[config.mk]
export PLATFORM = sky130hd
export DESIGN_NAME = mod_n_updown_counter
export DESIGN_NICKNAME = d
export VERILOG_FILES = /design/src/rtl/mod_n_updown_counter.sv
export SDC_FILE = /design/constraint.sdc
export NUM_CORES = 1
export LEC_CHECK = 0
export BUFFER_PORTS_ARGS = -buffer_cell sky130_fd_sc_hd__buf_2
export CAP_MARGIN = 20
export CORE_AREA = 2 2 39 41
export CTS_CLUSTER_DIAMETER = 80
export DETAILED_ROUTE_END_ITERATION = 10
export DIE_AREA = 0 0 41 43
export GPL_TIMING_DRIVEN = 1
export PLACE_DENSITY = 0.57
export SYNTH_ARGS = -nofsm -noshare
export SYNTH_HDL_FRONTEND = slang
export SYNTH_SLANG_ARGS = --single-unit
[constraint.sdc]
create_clock -name clk -period 1.6 [get_ports clk]
set_input_delay 0.08 -clock clk [delete_from_list [all_inputs] [get_ports clk]]
set_output_delay 0.08 -clock clk [all_outputs]
set_load 0.1 [all_outputs]
[src/rtl/mod_n_updown_counter.sv]
// mod_n_updown_counter
//   Modulo-MOD up/down counter over 0..MOD-1 with synchronous clear,
//   parallel load, count enable and a combinational cascade carry.
//   Optional feature macro: MODCNT_PRESCALE_EN (adds a PRESCALE-cycle
//   prescaler so q steps once every PRESCALE enabled cycles).
//
// Ports
//   clk       in   1      rising-edge clock
//   rst       in   1      synchronous active-high reset
//   en        in   1      count enable
//   up_dn     in   1      1 = count up, 0 = count down
//   clr       in   1      synchronous clear to 0
//   load      in   1      synchronous parallel load
//   load_val  in   WIDTH  value for load
//   q         out  WIDTH  registered count
//   carry_out out  1      combinational; the next edge wraps (cascade enable)
//   wrap      out  1      registered pulse; a wrap occurred on the previous edge
//   load_err  out  1      registered pulse; previous load_val was >= MOD
module mod_n_updown_counter #(
    parameter int unsigned MOD      = 10,
    parameter int unsigned WIDTH    = 4,
    parameter int unsigned PRESCALE = 4
) (
    input  logic             clk,
    input  logic             rst,
    input  logic             en,
    input  logic             up_dn,
    input  logic             clr,
    input  logic             load,
    input  logic [WIDTH-1:0] load_val,
    output logic [WIDTH-1:0] q,
    output logic             carry_out,
    output logic             wrap,
    output logic             load_err
);

    localparam logic [WIDTH-1:0] MAX_VAL = WIDTH'(MOD - 1);
    localparam logic [WIDTH:0]   MOD_EXT = (WIDTH + 1)'(MOD);

    // Elaboration-time parameter sanity checks
    if ((64'd1 << WIDTH) < 64'(MOD)) begin : g_width_chk
        $error("mod_n_updown_counter: 2**WIDTH must be >= MOD");
    end
    if (MOD < 2) begin : g_mod_chk
        $error("mod_n_updown_counter: MOD must be >= 2");
    end
    if (PRESCALE < 1) begin : g_prescale_chk
        $error("mod_n_updown_counter: PRESCALE must be >= 1");
    end

    logic tick;
    logic at_top;
    logic at_zero;
    logic load_ok;

`ifdef MODCNT_PRESCALE_EN
    localparam int unsigned      PS_W    = $clog2(PRESCALE) + 1;
    localparam logic [PS_W-1:0]  PS_LAST = PS_W'(PRESCALE - 1);

    logic [PS_W-1:0] prescaler;

    // Counts enabled cycles; clear and load restart the window
    always_ff @(posedge clk) begin
        if (rst || clr || load) begin
            prescaler <= '0;
        end else if (en) begin
            prescaler <= (prescaler == PS_LAST) ? '0 : prescaler + PS_W'(1);
        end
    end

    assign tick = en & (prescaler == PS_LAST);
`else
    assign tick = 1'b1;
`endif

    assign at_top  = (q == MAX_VAL);
    assign at_zero = (q == '0);
    assign load_ok = ({1'b0, load_val} < MOD_EXT);

    // Not masked by clr/load; those only suppress the wrap pulse
    assign carry_out = en & tick & ((up_dn & at_top) | (~up_dn & at_zero));

    // Count register and one-cycle status pulses
    always_ff @(posedge clk) begin
        if (rst) begin
            q        <= '0;
            wrap     <= 1'b0;
            load_err <= 1'b0;
        end else begin
            wrap     <= 1'b0;
            load_err <= 1'b0;
            if (clr) begin
                q <= '0;
            end else if (load) begin
                if (load_ok) begin
                    q <= load_val;
                end else begin
                    q        <= '0;
                    load_err <= 1'b1;
                end
            end else if (en && tick) begin
                if (carry_out) begin
                    q    <= up_dn ? '0 : MAX_VAL;
                    wrap <= 1'b1;
                end else begin
                    q <= up_dn ? q + WIDTH'(1) : q - WIDTH'(1);
                end
            end
        end
    end

endmodule

==> impl_metrics.sql <==
INSERT INTO impl_metrics (metric_group, metric, value, unit) VALUES
('clocking', 'clk_latency', '250', 'ps'),
('clocking', 'cts.path.max_buffers', '2', ''),
('placed_design', 'gpl.final_weighted_congestion', '0.742', ''),
('critical_path', 'crit_path_cell_trace', 'and3_1 -> o211ai_2 -> bufinv_8 -> or3_1 -> a31oi_1', ''),
('detailed_routing', 'remaining_drc_errors', '0', ''),
('detailed_routing', 'count_of_routing_violations_after_the_opening_detailed_route_iteration', '2', ''),
('detailed_routing', 'drt_wl_total', '976', 'um'),
('timing', 'timing.slew.headroom', '67.3', '%'),
('critical_path', 'reg2reg_slack', '120', 'ps'),
('clocking', 'post-cts-setup-buffer-count', '0', ''),
('finish', 'layout_commonest_cell', 'sky130_fd_sc_hd__buf_2', ''),
('finish', 'final_core_utilization', '44.2', '%'),
('timing', 'max_slew_violation_count', '0', ''),
('timing', 'max_freq', '676', 'MHz'),
('yosys', 'yosysWarnings', '0', ''),
('placed_design', 'input_output_buffers', '16', ''),
('timing', 'finalSetupViolations', '0', ''),
('die', 'overall_die_area', '1760', 'sq um'),
('yosys', 'synth.top_cells.by_area', 'sky130_fd_sc_hd__dfxtp_1 (29%), sky130_fd_sc_hd__ha_1 (6.1%), sky130_fd_sc_hd__fa_1 (4.8%)', ''),
('critical_path', 'crit_required', '1770', 'ps'),
('worst_hold_path', 'hold_end', 'q[2]$_SDFFE_PP0P_', ''),
('critical_path', 'startpoint_type', 'flop', ''),
('die', 'floorplan.io_pins', '17', ''),
('pwr', 'leakagePower', '0.273', 'nW'),
('yosys', 'yosysTopAreaCellShare', '29.1', '%'),
('die', 'fp.coreArea', '1380', 'sq um'),
('clocking', 'cts_buf_count', '3', ''),
('global_route', 'maximum_number_of_pins_on_one_net_before_global_route_repair', '13', ''),
('clocking', 'tritoncts_clock_tree', 'done', ''),
('global_route', 'first_pass_grt_wire_length', '1680', 'um'),
('global_route', 'number_of_antenna_violations_at_the_first_check_in_global_routing', '0', ''),
('yosys', 'netlist_area', '413', 'sq um'),
('die', 'start_util', '29.8', '%'),
('yosys', 'syn_avg_cell_area', '7.94', 'sq um'),
('critical_path', 'timing.reg2reg.worst_path_depth', '5', ''),
('clocking', 'clk_pin_slew', '50', 'ps'),
('worst_hold_path', 'hold-path-cell-count', '3', ''),
('detailed_routing', 'routed_wire_length_per_instance', '11.2', 'um'),
('critical_path', 'worst_r2r_endpoint', 'q[2]$_SDFFE_PP0P_', ''),
('yosys', 'postSynthRegisterBits', '6', ''),
('timing', 'finalCritPeriodShare', '92.4', '%'),
('finish', 'layout.cells.most_common_list', 'sky130_fd_sc_hd__buf_2 (15), sky130_fd_sc_hd__nor2_1 (4), sky130_fd_sc_hd__nand2_1 (4), sky130_fd_sc_hd__o21ai_0 (4), sky130_fd_sc_hd__dfxtp_4 (4)', ''),
('critical_path', 'path_max_fanout', '6', ''),
('finish', 'post_route_cells_drive_above_1_share', '46.5', '%'),
('finish', 'fill_cells', '137', ''),
('detailed_routing', 'antenna_violating_nets_post_route', '0', ''),
('worst_hold_path', 'min-delay-start', 'load_val[2]', ''),
('clocking', 'cts_resized', '0', ''),
('critical_path', 'cp.buffers_inverters', '1', ''),
('outcome', 'outcome', 'finished clean', ''),
('die', 'die_height', '43', 'um'),
('critical_path', 'crit_path_end_kind', 'flop', ''),
('finish', 'antenna-diode-count', '0', ''),
('worst_hold_path', 'worst_hold_path_type', 'in -> reg', ''),
('yosys', 'count_of_unique_library_cells_instantiated_by_yosys', '28', ''),
('finish', 'area.growth.synth_to_final', '48.2', '%'),
('pwr', 'vdd_ir_drop_max', '378', 'uV'),
('placed_design', 'post-dp-hpwl', '843', 'um'),
('timing', 'rsz0062_at_grt', 'false', ''),
('timing', 'clock_period_minus_final_worst_setup_slack', '1480', 'ps'),
('global_route', 'global_route_total_usage_across_every_layer', '14.1', '%'),
('yosys', 'netlist.top_cell.by_area', 'sky130_fd_sc_hd__dfxtp_1', ''),
('critical_path', 'timing.rr.start', 'q[0]$_SDFFE_PP0P_', ''),
('clocking', 'cts-root-buf', 'sky130_fd_sc_hd__clkbuf_4', ''),
('global_route', 'first_global_vias', '404', ''),
('timing', 'setup_tns', '0', 'ps'),
('critical_path', 'slowest_delay', '360', 'ps'),
('global_route', 'globalRoute.totalOverflow', '0', ''),
('critical_path', 'critical_path_cell_with_the_highest_stage_delay', 'sky130_fd_sc_hd__dfxtp_4', ''),
('yosys', 'syn-instance-count', '52', ''),
('critical_path', 'critPathKind', 'reg -> reg', '');
==> where the power goes <==
part | total (W) | internal [W] | switching [W] | leakage (nW)
Clock | 0.000154 | 0.0000948 | 0.0000593 | 0.0150
Sequential | 0.000163 | 0.000154 | 0.00000929 | 0.0518
Combinational | 0.000163 | 0.0000554 | 0.000108 | 0.206
Total | 0.000480 | 0.000304 | 0.000176 | 0.273
==> logic make-up (layout without fill, tap and decap cells) <==
logic type | count (synthesis) | after routing | share of synthesized area [%]
xor gates and xnor gates | 2 | 2 | 4.24
adders and majority gates | 3 | 3 | 10.9
and+or+nand+nor | 24 | 24 | 31.2
AOI/OAI and AO/OA | 12 | 12 | 20.0
buffers and inverters | 5 | 24 | 4.54
DFF | 6 | 6 | 29.1
==> flip-flops by register name (all words and copies together), names as in the netlist <==
| signal | flops |
|---|---|
| wrap | 1 |
| q | 4 |
| load_err | 1 |
==> area by class of cell <==
type	instances	area (sq um)	area share (%)
Sequential cell	6	135	22.1
Tap cell	16	20.0	3.27
Inverter	4	28.8	4.70
Timing Repair Buffer	16	95.1	15.5
Multi-Input combinational cell	41	307	50.1
Clock buffer	4	26.3	4.29
==> worst reg2reg max path: stages (launching register included) <==
cell and delay, ps:
sky130_fd_sc_hd__dfxtp_4 360, sky130_fd_sc_hd__and3_1 170, sky130_fd_sc_hd__o211ai_2 190, sky130_fd_sc_hd__bufinv_8 230
sky130_fd_sc_hd__or3_1 300, sky130_fd_sc_hd__a31oi_1 150
==> routing by layer <==
layer / part of all wire, % / vias up / global-route usage, %
li1: - / 227 / -
met1: 46 / 205 / 17.0
met2: 48 / 13 / 21.6
met3: 5.2 / 0 / 9.42
met4: 0 / 0 / 0
met5: 0 / - / 0
==> worst max path at each step <==
stage,start,to,slack (ps),cells past startpoint
detailed placement,up_dn,q[3]$_SDFFE_PP0P_,90,7
global route,q[0]$_SDFFE_PP0P_,q[1]$_SDFFE_PP0P_,10,5
floorplan,q[0]$_SDFFE_PP0P_,q[2]$_SDFFE_PP0P_,-50,5
CTS,q[0]$_SDFFE_PP0P_,q[1]$_SDFFE_PP0P_,110,5
finish,q[0]$_SDFFE_PP0P_,q[2]$_SDFFE_PP0P_,120,5
global placement,up_dn,q[3]$_SDFFE_PP0P_,80,7
==> per-stage QoR <==
step | std cells | cell area [sq um] | setup slack, ps | hold WS (ps)
CTS | 87 | 612 | 112 | 92.3
global route | 87 | 612 | 11.1 | 117
floorplan | 52 | 474 | -47.4 | 224
finish | 87 | 612 | 122 | 98.2
global placement | 83 | 586 | 77.5 | 362
detailed placement | 83 | 586 | 85.4 | 361
==> synth_stat cells <==
| library cell | n |
|---|---|
| sky130_fd_sc_hd__a21o_1 | 1 |
| sky130_fd_sc_hd__ha_1 | 2 |
| sky130_fd_sc_hd__a22oi_1 | 1 |
| sky130_fd_sc_hd__nand3b_1 | 1 |
| sky130_fd_sc_hd__xor2_1 | 1 |
| sky130_fd_sc_hd__or3_1 | 3 |
| sky130_fd_sc_hd__dfxtp_1 | 6 |
| sky130_fd_sc_hd__nor2_1 | 4 |
| sky130_fd_sc_hd__clkbuf_1 | 1 |
| sky130_fd_sc_hd__nor2b_1 | 1 |
| sky130_fd_sc_hd__nand2_1 | 4 |
| sky130_fd_sc_hd__inv_2 | 1 |
| sky130_fd_sc_hd__xnor2_1 | 1 |
| sky130_fd_sc_hd__nor3_1 | 3 |
| sky130_fd_sc_hd__o211ai_1 | 1 |
| sky130_fd_sc_hd__o31ai_1 | 1 |
| sky130_fd_sc_hd__inv_1 | 3 |
| sky130_fd_sc_hd__or2_1 | 1 |
| sky130_fd_sc_hd__and3_2 | 1 |
| sky130_fd_sc_hd__and3_1 | 2 |
| sky130_fd_sc_hd__fa_1 | 1 |
| sky130_fd_sc_hd__nand4_1 | 1 |
| sky130_fd_sc_hd__nor4_1 | 2 |
| sky130_fd_sc_hd__o211ai_2 | 1 |
| sky130_fd_sc_hd__a31oi_1 | 2 |
| sky130_fd_sc_hd__a21boi_0 | 1 |
| sky130_fd_sc_hd__or2_2 | 1 |
| sky130_fd_sc_hd__o21ai_0 | 4 |
(Power assumes the default switching activity.)
